`src/rtl/cpu_pkg.sv`:
```
// Constants and types shared by the fetch and decode stages of the 16-bit CPU.
package cpu_pkg;

    localparam int          PC_W      = 16;
    localparam logic [15:0] NOP_INSTR = 16'h0000;
    localparam logic [3:0]  OP_HLT    = 4'hF;

    typedef enum logic {
        ST_RUN  = 1'b0,
        ST_HALT = 1'b1
    } fetch_state_e;

    typedef struct packed {
        logic [15:0]     instr;
        logic [PC_W-1:0] pc;
        logic            valid;
    } ifid_t;

    function automatic logic is_hlt(input logic [15:0] word);
        return word[15:12] == OP_HLT;
    endfunction

endpackage

```
`src/rtl/ifid_reg.sv`:
```
// IF/ID pipeline register: load, hold on stall, or squash to a NOP bubble
// while keeping the last pc.
module ifid_reg
    import cpu_pkg::*;
(
    input  logic  clk,
    input  logic  rst_n,
    input  logic  i_hold,
    input  logic  i_squash,
    input  ifid_t i_next,
    output ifid_t o_q
);

    ifid_t r_q;

    // NOTE: state is updated only with non-blocking assignments so every
    // register samples its inputs as they were before the clock edge.
    always_ff @(posedge clk or negedge rst_n) begin
        if (!rst_n) begin
            r_q <= '{instr: NOP_INSTR, pc: '0, valid: 1'b0};
        end else if (i_squash) begin
            r_q.instr <= NOP_INSTR;
            r_q.valid <= 1'b0;
        end else if (!i_hold) begin
            r_q <= i_next;
        end
    end

    assign o_q = r_q;

endmodule

```
`src/rtl/if_stage.sv`:
```
// Instruction-fetch stage: owns the PC, drives a 1-cycle synchronous imem,
// and feeds decode through the IF/ID register with stall, redirect and HLT.
module if_stage
    import cpu_pkg::*;
#(
    parameter logic [PC_W-1:0] RESET_PC = 16'h0000
) (
    input  logic            clk,
    input  logic            rst_n,
    input  logic            stall,
    input  logic            redirect,
    input  logic [PC_W-1:0] redirect_pc,
    output logic [PC_W-1:0] imem_addr,
    output logic            imem_rd,
    input  logic [15:0]     imem_data,
    output logic [15:0]     instr,
    output logic [PC_W-1:0] pc,
    output logic            valid,
    output logic            halted
);

    fetch_state_e    r_state;
    fetch_state_e    w_state_next;
    logic [PC_W-1:0] r_fetch_pc;
    logic [PC_W-1:0] r_pend_pc;
    logic            r_pend_valid;
    logic            w_hlt_in;
    logic            w_squash;
    ifid_t           w_ifid_next;
    ifid_t           w_ifid_q;

    assign w_hlt_in = r_pend_valid && is_hlt(imem_data);

    always_ff @(posedge clk or negedge rst_n) begin
        if (!rst_n) r_state <= ST_RUN;
        else        r_state <= w_state_next;
    end

    // NOTE: every combinational output gets a default first so no path
    // through the block leaves it unassigned and infers a latch.
    always_comb begin
        w_state_next = r_state;
        if (redirect)
            w_state_next = ST_RUN;
        else if (!stall && r_state == ST_RUN && w_hlt_in)
            w_state_next = ST_HALT;
    end

    always_comb begin
        imem_rd = redirect || (r_state == ST_RUN);
        halted  = (r_state == ST_HALT);
    end

    // While stalled, re-read the pending address so its data is still on
    // imem_data when the stall releases.
    always_comb begin
        imem_addr = r_fetch_pc;
        if (redirect)
            imem_addr = redirect_pc;
        else if (stall)
            imem_addr = r_pend_pc;
    end

    always_ff @(posedge clk or negedge rst_n) begin
        if (!rst_n) begin
            r_fetch_pc   <= RESET_PC;
            r_pend_pc    <= RESET_PC;
            r_pend_valid <= 1'b0;
        end else if (redirect) begin
            r_fetch_pc   <= redirect_pc + 1'b1;
            r_pend_pc    <= redirect_pc;
            r_pend_valid <= 1'b1;
        end else if (!stall && r_state == ST_RUN) begin
            r_fetch_pc   <= r_fetch_pc + 1'b1;
            r_pend_pc    <= r_fetch_pc;
            r_pend_valid <= !w_hlt_in;
        end
    end

    assign w_ifid_next = '{
        instr: r_pend_valid ? imem_data : NOP_INSTR,
        pc:    r_pend_pc,
        valid: r_pend_valid
    };

    assign w_squash = redirect || (r_state == ST_HALT && !stall);

    ifid_reg u_ifid_reg (
        .clk      (clk),
        .rst_n    (rst_n),
        .i_hold   (stall),
        .i_squash (w_squash),
        .i_next   (w_ifid_next),
        .o_q      (w_ifid_q)
    );

    assign instr = w_ifid_q.instr;
    assign pc    = w_ifid_q.pc;
    assign valid = w_ifid_q.valid;

endmodule

```
`config.mk`:
```
export PLATFORM = sky130hd
export DESIGN_NAME = if_stage
export DESIGN_NICKNAME = d
export VERILOG_FILES = /design/src/rtl/cpu_pkg.sv /design/src/rtl/ifid_reg.sv /design/src/rtl/if_stage.sv
export SDC_FILE = /design/constraint.sdc
export NUM_CORES = 1
export LEC_CHECK = 0
export BUFFER_PORTS_ARGS = -buffer_cell sky130_fd_sc_hd__buf_2
export CORE_AREA = 5 5 132 134
export CTS_BUF_LIST = sky130_fd_sc_hd__clkbuf_16
export CTS_CLUSTER_DIAMETER = 200
export DETAILED_ROUTE_END_ITERATION = 8
export DIE_AREA = 0 0 137 139
export HOLD_SLACK_MARGIN = 0.02
export SKIP_CTS_REPAIR_TIMING = 1
export SYNTH_ARGS = -nofsm -noshare
export SYNTH_HDL_FRONTEND = slang
export SYNTH_SLANG_ARGS = --single-unit
```
`constraint.sdc`:
```
create_clock -name clk -period 2.1 [get_ports clk]
set_clock_uncertainty 0.1 [all_clocks]
set_input_delay 0.105 -clock clk [delete_from_list [all_inputs] [get_ports clk]]
set_output_delay 0.105 -clock clk [all_outputs]
set_load 0.005 [all_outputs]
```
Yosys cells after proc, flatten, opt, wreduce, memory -nomap -nowiden
Index checks and enable logic that the tools add are counted.
- RAM bits: 0
- bits in read-only memories: 0
- logic and storage cells: 39
- memories kept: 0
- bits in registers: 67
- bits in latches: 0
- add/sub/neg operators: 2
- bitwise gates (word level): 3
- shift-type cells: 0
- reduce and logical (&&, ||, !) cells: 11
- equal/unequal tests: 2
- multipliers: 0
- divide/modulo/power cells: 0
- multiplexer cells: 14
- $lt $le $gt $ge: 0
- operators by type and width (kind ; number):
    16-bit two-way mux ; 8
    33-bit two-way mux ; 1
    16-bit by 1-bit adder with 16-bit output (second input constant) ; 2
    1-bit two-way mux ; 5
    4-bit equality test (second input constant) ; 1
    1-bit logical AND ; 4
    2-bit nonzero test ; 2
    1-bit NOT ; 3
    1-bit zero test ; 2
    1-bit logical OR ; 2
    2-bit by 1-bit != test with 1-bit output (second input constant) ; 1
    2-bit AND reduction ; 1

Longest topological paths before layout
- word-level depth: 5
- mapped depth: 12
- depth with buffers taken out: 8

Cells and area by module
From an unflattened synthesis, not the netlist that was laid out.
- cell total of the unflattened synthesis: 370
- area, all modules: 3764.9 um2
- by module, submodules not included (module ; area each (um2) ; times used ; cells each ; seq. area each (um2)):
    if_stage ; 2409.8 ; 1 ; 281 ; 850.8
    ifid_reg ; 1355.0 ; 1 ; 89 ; 825.8

Least setup slack after synthesis
OpenSTA, ideal clock, no wires.
- path type: input port to flip-flop
- start: input port redirect
- end: register r_fetch_pc[14]
- arrival: 2.184 ns
- setup slack: -0.328 ns
- cell stages on the path: 12
- path buffers: 4
- data required time: 1.856 ns
- cell sequence: buf_6 -> clkbuf_1 -> clkbuf_1 -> nand2_1 -> o21ai_0 -> ha_1 -> nand4b_1 -> a222oi_1 -> clkbuf_1 -> nand4_1 -> xor2_1 -> mux2i_1
- cells in the longest elaborated chain, start to end: 1
- elaborated cells between the ends (all ways): 2
- RTL lines (item ; RTL line ; source):
    start, declared ; if_stage.sv:11 ; input logic redirect,
    16-bit two-way mux / 2-bit nonzero test (equally long branches) ; -- ;
    end signal, assigned ; if_stage.sv:70 ; r_fetch_pc <= redirect_pc + 1'b1;
    end signal, assigned ; if_stage.sv:74 ; r_fetch_pc <= r_fetch_pc + 1'b1;
    end, declared ; if_stage.sv:24 ; logic [PC_W-1:0] r_fetch_pc;
Several ways; a longest one is shown, not always the timed one.
A chain may end at the register's enable or synchronous reset.

Final worst setup path
- start: register r_fetch_pc[1]
- end: register r_fetch_pc[14]
- cells in the longest elaborated chain, start to end: 3
- RTL lines (item ; RTL line ; source):
    16-bit by 1-bit adder with 16-bit output ; if_stage.sv:74 ;
    16-bit two-way mux ; if_stage.sv:73 ; end else if (!stall && r_state == ST_RUN) begin
    16-bit two-way mux ; if_stage.sv:69 ; end else if (redirect) begin
No other way between the ends. The select of a mux whose other input is x is not followed.

==> flow_metrics.tcl <==
set metrics [dict create \
    setup_violations 1 \
    critPathTopFamily "compound AO/OA/AOI/OAI gates" \
    setup_tns_ps -6.21 \
    drtIter0Drc 135 \
    post-route-period-util 1.00 \
    cts_buffer_depth 2 \
    syn-cell-area_mm2 0.00365 \
    synth_ff_type "dfrtp_1" \
    status "complete, but fails checks" \
    viasPerCell 4.49 \
    netlist.area_leader.share 0.460 \
    dp_hpwl_um 7420 \
    dieArea_mm2 0.0190 \
    clock-sinks 67 \
    antenna_found_initial 0 \
    area_delta_synth_final_pct 36.0 \
    synthArstFlopShare 1.00 \
    syn_inst 358 \
    seq_area_frac_synth 0.460 \
    yosys_register_bits 67 \
    drive_above_1_share 0.311 \
    slew_headroom 0.216 \
    p_leak_uw 0.00216 \
    dp_slack_ps 25.6 \
    worst_setup_path_end_kind "flop" \
    worstPathRequired_ps 2200 \
    finalHoldViolations 0 \
    critPathKind "reg2reg" \
    yosysMostFrequentCell "dfrtp_1" \
    drt_pass1_iterations 4 \
    grt_usage 0.105 \
    avgSynthCellArea_um2 10.2 \
    ys_types 36 \
    core-area_mm2 0.0162 \
    grt.overflow.total 0 \
    max-cap-violations 0 \
    crit_path_max_incr_delay_ps 370 \
    crit_buf_inv 2 \
    startpoint_type "flop" \
    cts_made_buffers 9 \
    place_inst 655 \
    violations "setup timing" \
    fin_cells 692 \
    vias 3106 \
    cts_tree "yes" \
    die_height_um 139 \
    cp.arrival_ps 2210 \
    ys_warn_count 0 \
    wl_per_cell_um 14.8 \
    root_buffer "clkbuf_16" \
    n_fill_cell 1665 \
    path_clk_slew_ps 60 \
    ir_drop_mv 0.363 \
    grt_pass1_wl_um 16000 \
    clkLatencyLatePin_ps 330 \
    setup_ws_ps -6.21 \
    die_w_um 137 \
    htree_levels 3 \
    path_cells "inv_2 -> o21ai_2 -> ha_2 -> nand4b_1 -> a222oi_1 -> buf_4 -> nand3_2 -> xor2_1 -> mux2i_1" \
    p_per_area_mw_per_mm2 799 \
    route.detailed.drc 0 \
    synth_top_area_cell "dfrtp_1" \
    std_cell_rows 47 \
    rsz0062_at_grt "true" \
    totalWireLength_um 10200 \
    ant_nets 0 \
    cpMaxStageDelayCell "a222oi_1" \
    grt_pass1_vias 3005 \
    synth_nets 395 \
    synth_area_leaders "dfrtp_1 (46%), nor2b_1 (6.9%), mux2_2 (5.6%)" \
    hold_path.class "in2reg" \
    io_buffer_count 86 \
    p_total_uw 3960 \
    max_freq_mhz 475 \
    layout_min_cycle_time_ps 2110 \
    routabilityCongestion 0.865 \
    synth_edf_count 0 \
    synthTopCellsByCount "dfrtp_1 (67), nor2b_1 (40), nor2_1 (29), a211oi_1 (26), xor2_1 (20)" \
    r2r_slack_ps -6 \
    multiInputGateArea_mm2 0.00187 \
    grt_max_degree 68 \
    final_net_count 504 \
    n_antenna_cell 0 \
    final-seq-area_mm2 0.00168 \
    tightest_slew_ps 1170 \
    report.final.slew_viol_count 0 \
    start_util 0.225 \
    ios 87 \
    crit_fanout 8 \
]
## path summary, 6_finish.rpt
| kind | depth (start not counted) | end | start |
|---|---|---|---|
| hold reg to reg | 1 | u_ifid_reg.o_q[0] | u_ifid_reg.o_q[0] |
| setup reg to reg | 9 | r_fetch_pc[14] | r_fetch_pc[1] |
| hold / removal | 3 | r_pend_pc[13] | redirect_pc[13] |
| setup / recovery | 9 | r_fetch_pc[14] | r_fetch_pc[1] |
| max in group asynchronous | 3 | u_ifid_reg.o_q[19] | rst_n |
| min in group asynchronous | 3 | r_fetch_pc[9] | rst_n |
## where the power goes
part | leakage (uW) | total (uW) | internal (uW) | switching (uW)
Combinational | 0.00120 | 773 | 393 | 381
Sequential | 0.000804 | 1590 | 1460 | 133
Clock | 0.000147 | 1600 | 1030 | 563
## routing by layer
layer	wire [um]	track usage	up-vias
li1	-	-	1507
met1	4670	0.140	1507
met3	592	0.0316	15
met5	0	0	-
met4	195	0.0399	0
met2	4750	0.160	77
## stage by stage
stage,utilization,instance area [um^2],hold slack (ps)
final,0.307,4960,14.4
after CTS,0.293,4740,-294
after global placement,0.274,4420,52.2
after floorplan,-,3680,-291
after detailed placement,0.274,4420,60.8
after global routing,0.307,4960,43.6
## area by class of cell
class	instances	share of cell area
clock buffers	9	0.0454
inverters	4	0.00303
well taps	220	0.0555
repair buffers	123	0.163
clock inverters	7	0.0184
flip-flops and latches	67	0.338
multi-input cells	262	0.377
## flip-flops by register name (all words and copies together), names as in the netlist
name,flops
u_ifid_reg.o_q,33
halted,1
r_pend_pc,16
r_fetch_pc,16
r_pend_valid,1
## cells by family after synthesis
family,synth area share
adders and majority gates,0.00343
AOI/OAI and AO/OA,0.134
xor gates and xnor gates,0.0649
and+or+nand+nor,0.204
DFF,0.460
muxes,0.0995
buffers and inverters,0.0343
## worst min-delay path: cells and delay by family
family,cells,cell delay (ps)
buf+inv,1,130
simple gates,2,170
## cell usage in the layout, fill, tap and decap left out, types with 2 or more instances in the layout
cell / count
mux2_2: 18
a22oi_1: 4
o21ai_0: 7
buf_12: 4
clkinvlp_4: 2
xor2_1: 20
buf_2: 86
xnor2_1: 6
dlygate4sd3_1: 19
nand4_1: 10
mux2i_1: 16
a211oi_1: 26
clkinv_1: 2
nand2_1: 19
buf_4: 14
nand3_1: 15
a21oi_1: 5
bufinv_16: 2
a222oi_1: 2
nor2_1: 28
nand2b_1: 2
nand3b_4: 2
inv_1: 3
a22o_1: 15
clkbuf_16: 9
nor2b_1: 40
o21ai_2: 2
nand3b_1: 6
dfrtp_1: 67
nor3_1: 2
nand4b_1: 4
Note: power is estimated with default switching activity, not from simulation.
